==> config.mk <==
export PLATFORM = sky130hd
export DESIGN_NAME = control_unit
export DESIGN_NICKNAME = d
export VERILOG_FILES = /design/src/rtl/control_unit.sv
export SDC_FILE = /design/constraint.sdc
export NUM_CORES = 1
export LEC_CHECK = 0
export ABC_AREA = 1
export CORE_AREA = 4 4 41 43
export CTS_BUF_LIST = sky130_fd_sc_hd__clkbuf_4 sky130_fd_sc_hd__clkbuf_8
export CTS_CLUSTER_SIZE = 30
export DETAILED_ROUTE_END_ITERATION = 16
export DIE_AREA = 0 0 45 47
export HOLD_SLACK_MARGIN = 0.1
export PLACE_DENSITY = 0.55
export SLEW_MARGIN = 20
export SYNTH_ARGS = -nofsm -noshare
export SYNTH_HDL_FRONTEND = slang
export SYNTH_SLANG_ARGS = --single-unit
==> constraint.sdc <==
create_clock -name clk -period 1.4 [get_ports clk]
set_input_delay 0.35 -clock clk [delete_from_list [all_inputs] [get_ports clk]]
set_output_delay 0.35 -clock clk [all_outputs]
set_load 0.03 [all_outputs]
==> src/rtl/control_unit.sv <==
// Main opcode decoder for the RV64 single-cycle core.
// Control word is decoded combinationally and registered once per clock.
module control_unit #(
  parameter bit ENABLE_ITYPE = 1'b1
) (
  input  logic       clk,
  input  logic       rst_n,
  input  logic [6:0] opcode,
  output logic       branch,
  output logic       mem_read,
  output logic       mem_to_reg,
  output logic [1:0] alu_op,
  output logic       mem_write,
  output logic       alu_src,
  output logic       reg_write,
  output logic       illegal
);

  localparam int unsigned OPCODE_W = 7;
  localparam int unsigned ALU_OP_W = 2;

  localparam logic [OPCODE_W-1:0] OP_LOAD  = 7'b0000011;
  localparam logic [OPCODE_W-1:0] OP_STORE = 7'b0100011;
  localparam logic [OPCODE_W-1:0] OP_BRANCH = 7'b1100011;
  localparam logic [OPCODE_W-1:0] OP_RTYPE = 7'b0110011;
  localparam logic [OPCODE_W-1:0] OP_ITYPE = 7'b0010011;

  localparam logic [ALU_OP_W-1:0] ALU_ADD    = 2'b00;
  localparam logic [ALU_OP_W-1:0] ALU_BRANCH = 2'b01;
  localparam logic [ALU_OP_W-1:0] ALU_RTYPE  = 2'b10;
  localparam logic [ALU_OP_W-1:0] ALU_ITYPE  = 2'b11;

  typedef struct packed {
    logic                branch;
    logic                mem_read;
    logic                mem_to_reg;
    logic [ALU_OP_W-1:0] alu_op;
    logic                mem_write;
    logic                alu_src;
    logic                reg_write;
    logic                illegal;
  } ctrl_t;

  ctrl_t ctrl_d;
  ctrl_t ctrl_q;

  // Anything not explicitly matched falls back to the inert illegal word.
  always_comb begin
    ctrl_d         = '0;
    ctrl_d.alu_op  = ALU_ADD;
    ctrl_d.illegal = 1'b1;
    case (opcode)
      OP_LOAD: begin
        ctrl_d.mem_read   = 1'b1;
        ctrl_d.mem_to_reg = 1'b1;
        ctrl_d.alu_src    = 1'b1;
        ctrl_d.reg_write  = 1'b1;
        ctrl_d.illegal    = 1'b0;
      end
      OP_STORE: begin
        ctrl_d.mem_write = 1'b1;
        ctrl_d.alu_src   = 1'b1;
        ctrl_d.illegal   = 1'b0;
      end
      OP_BRANCH: begin
        ctrl_d.branch  = 1'b1;
        ctrl_d.alu_op  = ALU_BRANCH;
        ctrl_d.illegal = 1'b0;
      end
      OP_RTYPE: begin
        ctrl_d.alu_op    = ALU_RTYPE;
        ctrl_d.reg_write = 1'b1;
        ctrl_d.illegal   = 1'b0;
      end
      OP_ITYPE: begin
        if (ENABLE_ITYPE) begin
          ctrl_d.alu_op    = ALU_ITYPE;
          ctrl_d.alu_src   = 1'b1;
          ctrl_d.reg_write = 1'b1;
          ctrl_d.illegal   = 1'b0;
        end
      end
      default: begin
      end
    endcase
  end

  // Synchronous reset clears the whole word, including illegal.
  always_ff @(posedge clk) begin
    if (!rst_n) begin
      ctrl_q <= '0;
    end else begin
      ctrl_q <= ctrl_d;
    end
  end

  assign branch     = ctrl_q.branch;
  assign mem_read   = ctrl_q.mem_read;
  assign mem_to_reg = ctrl_q.mem_to_reg;
  assign alu_op     = ctrl_q.alu_op;
  assign mem_write  = ctrl_q.mem_write;
  assign alu_src    = ctrl_q.alu_src;
  assign reg_write  = ctrl_q.reg_write;
  assign illegal    = ctrl_q.illegal;

endmodule

Yosys cells after proc, flatten, opt, wreduce, memory -nomap -nowiden
Cells that the tools add are included.

Register bits after elaboration: 9. Input port bits: 9. Output and inout port bits: 9.

Equality and inequality tests: 5. Muxes and demuxes: 7. Reduce and logical (&&, ||, !) cells: 3.

Operators with widths (count): $eq 7x6->1 const B (2); $eq 7x2->1 const B (1); $eq 7x5->1 const B (1); $eq 7x7->1 const B (1); $pmux 2 s3 (1); $reduce_or 3->1 (2); $mux 1 (5); $reduce_or 5->1 (1); $mux 2 (1).

Longest topological paths before layout
Word-level depth: 3. Gate-level depth with buffers: 5. Gate-level depth less buffers: 5.

Least setup slack after synthesis
No wires, ideal clock.

Kind: register to output. From: register, netlist name mem_read. To: output mem_to_reg. Data arrival time: 0.700 ns. Data required time: 1.050 ns. Slack: 0.350 ns. Cell stages (with the launch flop): 2. Buffers on the path: 1. Cells stage by stage: dfxtp_1 buf_4.

RTL lines: to (decl) (RTL line 11) `output logic mem_to_reg,`.

Worst setup path in the final report
From: register ctrl_q, in the netlist mem_read. To: output mem_read.

RTL lines: from (decl) (RTL line 45) `ctrl_t ctrl_q;`; from (signal assigned) (RTL line 93) `ctrl_q <= ctrl_d;`; to (decl) (RTL line 10) `output logic mem_read,`.

No word-level cell between the ends.

==> flow_summary_export.csv <==
group,metric,value,unit
outcome,status,"completed",
sta,worst_slew_pin_slew,0.304,ns
critical_path,worst-path-buf-inv,1,
sta,hold_viol,0,
yosys,synth_common_cells,"8 x dfxtp_1, 8 x nand2_1, 7 x inv_1",
global_route,grt_antenna_before_repair,0,
yosys,synth_top_area_share,0.490,
floorplan,ioPinCount,18,
clocking,cts-hold-fix-buffers,0,
pwr,total_power,461,uW
yosys,synth.net_count,51,
critical_path,cp_data_required_time,1.05,ns
placed_design,place_inst,74,
routing,routedWlPerCell,7.79,um
clocking,cts-root-buf,"clkbuf_4",
sta,final.setup.tns,0,ns
critical_path,cp_slowest_stage_delay,0.39,ns
yosys,ys_types,12,
yosys,syn_inst,42,
critical_path,crit_type,"register to output port",
routing,post-route-drc-count,0,
clocking,clkSlewWorstSetupHoldPaths,0.05,ns
global_route,grt_pass1_vias,258,
pwr,power.density,875,mW/mm2
floorplan,fp.dieH,47,um
sta,setup_viol,0,
yosys,synth-simple-area-share,0.372,
placed_design,port_buffers,17,
clocking,clock_sinks,8,
yosys,avgSynthCellArea,7.78,um2
final_layout,nets,73,
critical_path,cp-end-kind,"output port",
yosys,synth_mux_area_frac,0,
routing,dr.pass1.iters,1,
floorplan,core-area,0.00130,mm2
sta,slew-limit-headroom,0.798,
sta,period_needed,1.30,ns
routing,finalWirelength,600,um
yosys,async_reset_ff_frac,0,
routing,drt_iter0_markers,0,
pwr,ir_drop,0.000331,V
floorplan,die_w,45,um
critical_path,start_kind,"register",
global_route,grt_max_degree,6,
clocking,cts_setup_buffers,0,
clocking,cts_inserted_buffers,3,
final_layout,n_antenna_cell,0,
critical_path,arrival,0.95,ns
routing,via_count,304,
clocking,cts_resized,9,
critical_path,worst-path-max-fanout,2,
yosys,yosysWarnings,0,
placed_design,placed_area,515,um2
routing,via_per_inst,3.95,
final_layout,layout-area-overhead-vs-synth,61.3,%
flow_run,maxCapViolCount,0,
placed_design,dp_hpwl,540,um
global_route,grt_usage,0.0687,
yosys,synth_xor_area_frac,0,
yosys,synth_top_family_by_area,"simple AND/OR/NAND/NOR gates",
global_route,grt_overflow,0,
floorplan,die-area,0.00212,mm2
clocking,tritoncts,"yes",
final_layout,fin_area,527,um2
yosys,synth_area,327,um2
sta,finalMaxSlewViolations,0,
yosys,synth_flop_cell,"dfxtp_1",
placed_design,routabilityCongestion,0.708,
floorplan,initial_core_util,0.251,
clocking,cts_buffer_depth,2,
sta,grt_setup_unrepaired,"no",
clocking,h-tree-depth,1,
sta,clock.fmax,770,MHz
critical_path,cp_cell_sequence,"dlygate4sd2_1",
yosys,synthTopCellsByArea,"dfxtp_1 49%, nand2_1 9.2%, inv_1 8.0%",
yosys,ys_seq_area_frac,0.490,
yosys,synth_compound_area_frac,0,
yosys,synth-edff-count,0,
routing,ant_nets,0,
min_path,hold_path_class,"primary input to register",
global_route,grt_first_pass_wirelength,952,um
critical_path,crit_family,"buffers and inverters",
yosys,synth.largest_area_cell,"dfxtp_1",
pwr,p_leak,0.304,nW
yosys,synth_fa_ha_area_frac,0,
yosys,synth.ff_latch_count,8,
floorplan,num_rows,13,
final_layout,drive_above_1_share,0.210,
final_layout,final_cells,77,
sta,min_period_over_period,0.928,
critical_path,cp_slowest_cell,"dlygate4sd2_1",
[cells by family (layout without fill, tap and decap cells)]
logic type             Yosys count  in the layout
and+or+nand+nor                 23             23
buffers and inverters           11             31
DFF                              8              8
[state kept, by name, indices dropped and copies added (netlist names)]
| name | cells |
|---|---|
| mem_write | 1 |
| branch | 1 |
| illegal | 1 |
| reg_write | 1 |
| alu_src | 1 |
| mem_read | 1 |
| alu_op | 2 |
[final cells by class]
cell class	instances	area [um2]
clock buffer	3	22.5
fill	167	774
inverter	10	37.5
multi-input combinational	23	121
sequential	8	160
tap	15	18.8
timing repair buffer	18	166
[metrics by stage]
stage          utilization  hold slack [ns]  setup WS [ns]
6_report             0.405            0.746          0.101
3_3_place_gp         0.396             1.01         0.0771
2_1_floorplan            -            0.471          0.350
4_1_cts              0.405            0.737         0.0815
5_1_grt              0.405            0.782         0.0554
3_5_place_dp         0.396             1.00         0.0673
[per-layer routing]
metal,global-route usage,wire length (um)
met4,0.0526,15
met2,0.107,255
met1,0.0705,242
met5,0,0
met3,0.0345,86
[worst paths after layout]
path | from | to | cells after the start
worst max-delay path | mem_read$_SDFF_PN0_ | mem_read | 1
worst min-delay path | rst_n | alu_src$_SDFF_PN0_ | 3
[layout by cell type, fill, tap and decap left out, drive strengths merged]
master,count
buf,1
clkdlybuf4s50,8
dfxtp,8
nor2,5
nor3b,1
dlygate4sd2,9
inv,10
nand3,5
clkbuf,3
nor3,2
nand2,10
[report_power, final]
part | total, mW | switching (mW) | leakage (nW) | internal (mW)
clock network | 0.166 | 0.0685 | 0.0138 | 0.0974
registers | 0.232 | 0.000639 | 0.0649 | 0.231
logic | 0.0630 | 0.0309 | 0.225 | 0.0321
total | 0.461 | 0.100 | 0.304 | 0.361
Note: power is estimated with default switching activity, not from simulation.
